## config.mk

```make
export PLATFORM = sky130hd
export DESIGN_NAME = udma_hyper_trans_queue
export DESIGN_NICKNAME = d
export VERILOG_FILES = /design/src/rtl/udma_hyper_pkg.sv /design/src/rtl/udma_hyper_cmd_fifo.sv /design/src/rtl/udma_hyper_trans_queue.sv
export SDC_FILE = /design/constraint.sdc
export NUM_CORES = 1
export LEC_CHECK = 0
export ABC_CLOCK_PERIOD_IN_PS = 6900
export CORE_UTILIZATION = 45
export DETAILED_ROUTE_END_ITERATION = 6
export PLACE_DENSITY = 0.66
export SLEW_MARGIN = 30
export SYNTH_ARGS = -nofsm -noshare
export SYNTH_HDL_FRONTEND = slang
export SYNTH_SLANG_ARGS = --single-unit
```

## constraint.sdc

```tcl
create_clock -name clk_i -period 6.9 [get_ports clk_i]
set_clock_uncertainty 0.15 [all_clocks]
set_input_delay 1.38 -clock clk_i [delete_from_list [all_inputs] [get_ports clk_i]]
set_output_delay 1.38 -clock clk_i [all_outputs]
set_load 0.03 [all_outputs]
```

## src/rtl/udma_hyper_pkg.sv

```systemverilog
// Shared types for the HyperBus transaction queue.
package udma_hyper_pkg;

  typedef enum logic {TQ_IDLE, TQ_ACTIVE} tq_state_e;

endpackage

```

## src/rtl/udma_hyper_cmd_fifo.sv

```systemverilog
// Synchronous show-ahead FIFO: head entry is read straight from registered storage.
module udma_hyper_cmd_fifo #(
  parameter int unsigned DATA_W = 8,
  parameter int unsigned DEPTH  = 4
) (
  input  logic                         clk_i,
  input  logic                         rst_i,
  input  logic                         push_i,
  input  logic                         pop_i,
  input  logic                         flush_i,
  input  logic [DATA_W-1:0]            data_i,
  output logic [DATA_W-1:0]            data_o,
  output logic [$clog2(DEPTH+1)-1:0]   count_o,
  output logic                         full_o,
  output logic                         empty_o
);

  localparam int unsigned PTR_W = $clog2(DEPTH);
  localparam int unsigned CNT_W = $clog2(DEPTH+1);

  logic [DATA_W-1:0] mem_q [DEPTH];
  logic [DATA_W-1:0] mem_d [DEPTH];
  logic [PTR_W-1:0]  wr_ptr_q, wr_ptr_d;
  logic [PTR_W-1:0]  rd_ptr_q, rd_ptr_d;
  logic [CNT_W-1:0]  count_q, count_d;
  logic              push, pop;

  assign full_o  = (count_q == CNT_W'(DEPTH));
  assign empty_o = (count_q == '0);
  assign data_o  = mem_q[rd_ptr_q];
  assign count_o = count_q;

  always_comb begin
    mem_d    = mem_q;
    wr_ptr_d = wr_ptr_q;
    rd_ptr_d = rd_ptr_q;
    count_d  = count_q;
    // Push gating uses the pre-cycle full flag, so push+pop while full only pops.
    push     = push_i & ~full_o;
    pop      = pop_i & ~empty_o;
    if (flush_i) begin
      wr_ptr_d = '0;
      rd_ptr_d = '0;
      count_d  = '0;
    end else begin
      if (push) begin
        mem_d[wr_ptr_q] = data_i;
        wr_ptr_d        = wr_ptr_q + 1'b1;
      end
      if (pop) begin
        rd_ptr_d = rd_ptr_q + 1'b1;
      end
      case ({push, pop})
        2'b10:   count_d = count_q + 1'b1;
        2'b01:   count_d = count_q - 1'b1;
        default: count_d = count_q;
      endcase
    end
  end

  always_ff @(posedge clk_i) begin
    if (rst_i) begin
      mem_q    <= '{default: '0};
      wr_ptr_q <= '0;
      rd_ptr_q <= '0;
      count_q  <= '0;
    end else begin
      mem_q    <= mem_d;
      wr_ptr_q <= wr_ptr_d;
      rd_ptr_q <= rd_ptr_d;
      count_q  <= count_d;
    end
  end

endmodule

```

## src/rtl/udma_hyper_trans_queue.sv

```systemverilog
// In-order descriptor queue between the HyperBus register interface and the transaction engine.
module udma_hyper_trans_queue
  import udma_hyper_pkg::*;
#(
  parameter int unsigned L2_AWIDTH_NOAL = 12,
  parameter int unsigned TRANS_SIZE     = 16,
  parameter int unsigned DEPTH          = 4
) (
  input  logic                        clk_i,
  input  logic                        rst_i,
  input  logic                        trans_valid_i,
  output logic                        trans_ready_o,
  input  logic                        flush_i,
  input  logic [31:0]                 cfg_hyper_addr_i,
  input  logic [15:0]                 cfg_hyper_intreg_i,
  input  logic                        cfg_rw_hyper_i,
  input  logic                        cfg_addr_space_i,
  input  logic                        cfg_burst_type_i,
  input  logic [L2_AWIDTH_NOAL-1:0]   cfg_l2_addr_i,
  input  logic [TRANS_SIZE-1:0]       cfg_size_i,
  input  logic                        cfg_twd_ext_act_i,
  input  logic                        cfg_twd_l2_act_i,
  input  logic [TRANS_SIZE-1:0]       cfg_twd_ext_count_i,
  input  logic [TRANS_SIZE-1:0]       cfg_twd_ext_stride_i,
  input  logic [TRANS_SIZE-1:0]       cfg_twd_l2_count_i,
  input  logic [TRANS_SIZE-1:0]       cfg_twd_l2_stride_i,
  output logic [31:0]                 head_hyper_addr_o,
  output logic [15:0]                 head_hyper_intreg_o,
  output logic                        head_rw_hyper_o,
  output logic                        head_addr_space_o,
  output logic                        head_burst_type_o,
  output logic [L2_AWIDTH_NOAL-1:0]   head_l2_addr_o,
  output logic [TRANS_SIZE-1:0]       head_size_o,
  output logic                        head_twd_ext_act_o,
  output logic                        head_twd_l2_act_o,
  output logic [TRANS_SIZE-1:0]       head_twd_ext_count_o,
  output logic [TRANS_SIZE-1:0]       head_twd_ext_stride_o,
  output logic [TRANS_SIZE-1:0]       head_twd_l2_count_o,
  output logic [TRANS_SIZE-1:0]       head_twd_l2_stride_o,
  output logic                        head_valid_o,
  input  logic                        head_ready_i,
  input  logic                        trans_done_i,
  output logic [$clog2(DEPTH+1)-1:0]  nb_trans_waiting_o,
  output logic                        busy_o
);

  localparam int unsigned CNT_W  = $clog2(DEPTH+1);
  localparam int unsigned DATA_W = 54 + 2 + 5*TRANS_SIZE + L2_AWIDTH_NOAL;

  tq_state_e          state_q, state_d;
  logic [DATA_W-1:0]  fifo_din, fifo_dout;
  logic [CNT_W-1:0]   fifo_count;
  logic               fifo_full, fifo_empty;
  logic               push, pop;
  logic [2:0]         unused_rsvd;

  // Three reserved bits pad the CA field group to its fixed 54-bit slot.
  assign fifo_din = {cfg_hyper_addr_i, cfg_hyper_intreg_i, 3'b000,
                     cfg_rw_hyper_i, cfg_addr_space_i, cfg_burst_type_i,
                     cfg_twd_ext_act_i, cfg_twd_l2_act_i, cfg_l2_addr_i, cfg_size_i,
                     cfg_twd_ext_count_i, cfg_twd_ext_stride_i,
                     cfg_twd_l2_count_i, cfg_twd_l2_stride_i};

  assign {head_hyper_addr_o, head_hyper_intreg_o, unused_rsvd,
          head_rw_hyper_o, head_addr_space_o, head_burst_type_o,
          head_twd_ext_act_o, head_twd_l2_act_o, head_l2_addr_o, head_size_o,
          head_twd_ext_count_o, head_twd_ext_stride_o,
          head_twd_l2_count_o, head_twd_l2_stride_o} = fifo_dout;

  assign trans_ready_o      = ~fifo_full;
  assign push               = trans_valid_i & trans_ready_o;
  // Flush masks the head so the engine never sees a handshake the FIFO ignores.
  assign head_valid_o       = ~fifo_empty & ~flush_i &
                              ((state_q == TQ_IDLE) | trans_done_i);
  assign pop                = head_valid_o & head_ready_i;
  assign busy_o             = ~fifo_empty | (state_q == TQ_ACTIVE);
  assign nb_trans_waiting_o = fifo_count;

  udma_hyper_cmd_fifo #(
    .DATA_W (DATA_W),
    .DEPTH  (DEPTH)
  ) i_cmd_fifo (
    .clk_i   (clk_i),
    .rst_i   (rst_i),
    .push_i  (push),
    .pop_i   (pop),
    .flush_i (flush_i),
    .data_i  (fifo_din),
    .data_o  (fifo_dout),
    .count_o (fifo_count),
    .full_o  (fifo_full),
    .empty_o (fifo_empty)
  );

  always_comb begin
    state_d = state_q;
    case (state_q)
      TQ_IDLE:   if (pop) state_d = TQ_ACTIVE;
      TQ_ACTIVE: if (trans_done_i && !pop) state_d = TQ_IDLE;
      default:   state_d = TQ_IDLE;
    endcase
  end

  always_ff @(posedge clk_i) begin
    if (rst_i) state_q <= TQ_IDLE;
    else       state_q <= state_d;
  end

endmodule

```

# Yosys cells after proc, flatten, opt, wreduce, memory -nomap -nowiden
# Index checks and enable logic that the tools add are counted.
word_totals:
  elab_cells: 49
  reg_bits: 600
  out_inout_bits: 151
classes:
  add_sub_neg: 4
  mux: 10
  n_bitwise: 14
  n_lt_le_gt_ge: 3
  eq_ne: 3
  n_reduce_logical: 7
ops:
  columns: ["operator", "n"]
  rows:
  - ["bitwise mux 592 bit", 1]
  - ["two-way mux 148 bit", 3]
  - ["binary-select mux 148 bit (select 2 bit)", 1]
  - ["demux 148 bit (select 2 bit)", 1]
  - ["AND 1 bit", 6]
  - [">= comparator 3 bit, second input constant", 2]
  - ["NOT 2 -> 3 bit", 2]
  - ["case mux 3 bit (2 select lines)", 1]
  - ["adder 2 x 1 -> 2 bit, second input constant", 2]
  - ["NOT 1 bit", 4]
  - ["adder 3 x 1 -> 3 bit, second input constant", 1]
  - ["equality test 3 bit, second input constant", 1]
  - ["zero test 3 bit", 1]
  - ["less-than comparator 3 x 1 -> 1 bit, second input constant", 1]
  - ["subtractor 3 x 1 -> 3 bit, second input constant", 1]
  - ["equality test 2 x 1 -> 1 bit, second input constant", 1]
  - ["equality test 2 bit, second input constant", 1]
  - ["logical AND 1 bit", 2]
  - ["two-way mux 1 bit", 2]
  - ["OR 1 bit", 2]
  - ["case mux 1 bit (2 select lines)", 1]
  - ["AND reduction 2 bit", 1]
  - ["nonzero test 2 bit", 1]
  - ["OR reduction 2 bit", 1]
  - ["zero test 1 bit", 1]

# Longest topological paths before layout
depth:
  word_depth: 9
  mapped_depth: 11
  mapped_depth_nobuf: 9

# Hierarchy
# Synthesis repeated with hierarchy kept, for this count alone.
hier_totals:
  hier_cells: 2321
  area_unflattened_um2: 27166.1
modules_own_cells:
  columns: ["module", "seq_area_each_um2", "area_each_um2", "instances", "cells_per_inst"]
  rows:
  - ["udma_hyper_cmd_fifo", 11991.5, 27084.7, 1, 2310]
  - ["udma_hyper_trans_queue", 20.0, 81.3, 1, 11]

# Worst setup path after synthesis
# OpenSTA, ideal clock, no wires.
synth_timing:
  kind: "input port to output port"
  from: "input flush_i"
  to: "output head_valid_o"
  arrival_time_ns: 2.223
  t_required_ns: 5.370
  setup_slack_ns: 3.147
  cell_stages: 2
  n_path_buf: 1
  path_cell_list: "buf_2 nor3_1"
synth_via:
  elab_chain_cells: 3
synth_lines:
  columns: ["item", "line", "text"]
  rows:
  - ["start: declaration", "udma_hyper_trans_queue.sv:13", "input logic flush_i,"]
  - ["NOT 1 bit (no source line)", null, null]
  - ["AND 1 bit (2 in a row)", "udma_hyper_trans_queue.sv:73", "assign head_valid_o = ~fifo_empty & ~flush_i &"]
  - ["end: declaration", "udma_hyper_trans_queue.sv:40", "output logic head_valid_o,"]
# Every way passes these cells.

# Worst setup path after layout
layout_timing:
  from: "register i_cmd_fifo.rd_ptr_q[0]"
  to: "output head_twd_ext_count_o[9]"
layout_via:
  elab_chain_cells: 4
layout_lines:
  columns: ["item", "line", "text"]
  rows:
  - ["start: declaration", "udma_hyper_cmd_fifo.sv:24", "logic [PTR_W-1:0] rd_ptr_q, rd_ptr_d;"]
  - ["start signal: assignment", "udma_hyper_cmd_fifo.sv:70", "rd_ptr_q <= rd_ptr_d;"]
  - ["NOT 2 -> 3 bit (implied by the code)", "udma_hyper_cmd_fifo.sv:30", "assign data_o = mem_q[rd_ptr_q];"]
  - ["binary-select mux 148 bit (select 2 bit)", "udma_hyper_cmd_fifo.sv:30", null]
  - ["two-way mux 148 bit (implied by the code) (2 in a row)", "udma_hyper_cmd_fifo.sv:30", null]
  - ["end: declaration", "udma_hyper_trans_queue.sv:36", "output logic [TRANS_SIZE-1:0] head_twd_ext_count_o,"]
# Every way passes these cells. The select of a mux whose other input is x is not followed.

==> impl_summary.txt <==
----------------------------------------------------
[STA]
  Worst slew margin relative to its limit ... 31.2%
  Final cycle utilization of the critical path ... 70.5%
  Setup_tns ... 0 ps
  Slew Viols, Final ... 0
  Final critical-path required period ... 4860 ps
  Final setup violation count ... 0
  Worst-margin pin slew ... 1030 ps
  RSZ-0062 raised after global routing ... false
  Worst Setup Slack, final ... 2040 ps
  Final Hold Violating Endpoints ... 0
  Maximum clock frequency ... 206 MHz

[Layout]
  Fraction of final layout cells sized beyond drive strength 1 ... 9.96%
  Fillcell total ... 4975
  Commonest non-fill, non-tap cells in the layout ... dfxtp_1, a21oi_1, nand3_1, o21ai_0, clkdlybuf4s50_1
  Final Non-Filler Cells ... 3734
  Leading cell type in the layout, fill and taps excluded ... dfxtp_1
  Post-layout utilization of the core ... 54.7%
  Layout area overhead ... 20.2%
  # nets final ... 3085

[Logic synthesis]
  Total nets after synthesis ... 3037
  Count of different cell masters after synthesis ... 31
  Top area cells in the synthesized netlist ... dfxtp_1, mux4_2, a21oi_1, nand3_1, o21ai_0
  Cell taking the most area after synthesis ... dfxtp_1
  Multiplexer fraction of the synthesized cell area ... 12.8%
  Main combinational cell family by area after synthesis ... compound AO/OA/AOI/OAI gates
  Cells after synthesis ... 2880
  Number of synthesized register bits ... 588
  Compound-gate portion of the synthesized area ... 22.9%
  Fraction of the yosys area taken by sequential cells ... 45.9%
  Xor/xnor share of the synthesized area ... 0.0683%
  Syn_area_per_cell ... 8.91 um2
  Post-Synth Adder-Cell Area ... 0.322%
  Cell area after technology mapping ... 25600 um2
  Warnings, synthesis ... 0
  Simple-Gate Fraction of Synth Area ... 12.1%
  Proportion of netlist area held by the largest area contributor ... 45.9%

[Critical path]
  Maximum net fanout on the critical path ... 39
  Arrival time at the worst endpoint ... 3330 ps
  Crit path required time ... 5370 ps
  Stage delay of the slowest cell on the critical path ... 920 ps
  Nature of the critical path endpoint ... primary output
  WS Path Type ... flip-flop to primary output
  Startpoint types ... flip-flop
  Series of cell instances along the critical path ... buf_4 > mux4_2 > clkdlybuf4s50_1
  Slowest-stage cell, CP ... dfxtp_4

[Run]
  Max-cap violations ... 0

[Clocking]
  Insertion delay to the later sink of the worst-skew pair ... 580 ps
  Post-CTS Resized ... 0
  Worst-case clock buffer depth ... 3
  H-tree depth ... 3
  Number of clock buffers inserted by TritonCTS ... 66
  CTS tree ... built
  Clock-pin transition on the worst setup and hold timing paths ... 60 ps
  Setup Fix Bufs, Post-CTS ... 0
  Number of hold buffers added after cts ... 0
  CTS Root Buffer Type ... clkbuf_16
  Clock sink count ... 588

[Route]
  Detailed Routing Iterations Pass 1 ... 6
  Wire length after detailed routing ... 82.1 mm
  Drt wl/cell ... 22.0 um
  Iter 0 DRT Violations ... 3119
  Antenna violation net count after detailed routing ... 0
  Vias ... 23534
  Remaining DRCs ... 0
  Average via count per standard cell ... 6.30

[Floorplan]
  Full die area ... 58000 um2
  Height of the chip ... 241 um
  Number of cell rows ... 87
  Die X ... 241 um
  Initial Util ... 45.5%
  I/O pin cnt ... 302
  Core footprint ... 56400 um2

[Power and ir drop]
  Internal Dissipation ... 0.00585 W
  Pwr Total ... 0.00763 W
  Power share of the sequential group ... 45.6%
  Largest voltage drop on the vdd net ... 166 uV
  Combinational cell fraction of total power ... 7.9%
  PwrDens ... 248 nW/um2
  Switching part of the total ... 23.4%
  Reported leakage power ... 9.46 nW
  Total net switching power ... 0.00178 W
  Clock power share ... 46.6%

[Place]
  Worst slack after detailed placement ... 2350 ps
  Routability-driven placement congestion ratio ... 0.776
  DP Wirelength ... 43.3 mm
  Count of input and output buffers ... 301
  Post-placement cell count ... 3615

[GRT]
  Number of global-route vias before repair ... 22972
  Congestion Overflow GR ... 0
  Initial antenna violation count ... 11
  Combined global-route utilization of all metal layers ... 27.7%
  First-pass GRT wire length ... 128 mm
  Maximum number of pins on one net before global-route repair ... 218

[Outcome]
  Result of the run ... finished clean

[Hold path]
  Class of the most critical hold timing path ... flip-flop to flip-flop

----------------------------------------------------
-- layout make-up --
| type | count | area [um2] | share of cell area [%] |
|---|---|---|---|
| multi-input combinational | 1931 | 12400 | 40.2 |
| sequential | 588 | 11800 | 38.2 |
| timing repair buffer | 333 | 3470 | 11.2 |
| clock buffer | 102 | 2090 | 6.78 |
| tap | 756 | 946 | 3.07 |
| clock inverter | 11 | 113 | 0.365 |
| inverter | 8 | 37.5 | 0.122 |
| antenna | 5 | 12.5 | 0.0406 |
-- stage by stage --
| step | hold slack [ps] | instance area (um2) |
|---|---|---|
| floorplan | 301 | 25600 |
| global placement | 307 | 28500 |
| detailed placement | 315 | 28600 |
| CTS | 323 | 30800 |
| global route | 339 | 30800 |
| finish | 321 | 30800 |
-- cell families (layout without fill, tap and decap cells) --
group           Yosys count  in the layout
compound gates         1170           1170
xor+xnor                  2              2
fa+ha+maj                 6              6
buf+inv                 361            454
flops                   588            588
mux                     146            146
other cells               0              5
simple gates            607            607
-- registers in the layout, summed over array words and instances (netlist names) --
signal,flops
i_cmd_fifo.count_o,3
i_cmd_fifo.mem_q,580
i_cmd_fifo.rd_ptr_q,2
i_cmd_fifo.wr_ptr_q,2
state_q,1
-- cells in the mapped netlist, drive strengths merged --
master and number:
dfxtp 588, a21oi 585, o21ai 583, nand3 582, clkbuf 207, buf 146, mux4 145, inv 8
ha 5, nor2 5, and3b 4, nand3b 4, nor3 3, nand2b 2, xor2 2, fa 1
mux2 1, nand2 1, nor2b 1, nor3b 1, nor4b 1, o21ba 1, o31ai 1, or2 1
or3 1, or4 1
-- power groups by stage --
stage	combinational, W	clock (W)	sequential (W)
finish	0.000600	0.00355	0.00348
global route	0.000634	0.00375	0.00348
CTS	0.000594	0.00361	0.00348
detailed placement	0.000591	0	0.00355
global placement	0.000582	0	0.00355
floorplan	0.000311	0	0.00354
-- critical path, delay by kind of cell, from the launching register on --
family	cells	cell delay, ps
buffers and inverters	2	1230
flip-flops	1	920
multiplexers	1	590
-- worst paths after layout --
path                          startpoint  slack [ps]  cells past startpoint                 endpoint
setup / recovery  i_cmd_fifo.rd_ptr_q[0]        2040                      3  head_twd_ext_count_o[9]
hold / removal     i_cmd_fifo.mem_q[549]         320                      2    i_cmd_fifo.mem_q[549]
setup reg to reg   i_cmd_fifo.count_o[2]        3280                     10    i_cmd_fifo.count_o[2]
hold reg to reg    i_cmd_fifo.mem_q[549]         320                      2    i_cmd_fifo.mem_q[549]
-- per-layer routing --
layer	global-route usage (%)	wire, um	vias up
met5	0	66	-
met4	10.1	1980	10
met3	5.18	6940	141
met2	44.8	39600	1099
met1	37.1	33600	11587
li1	-	-	10697
(Power assumes the default switching activity.)
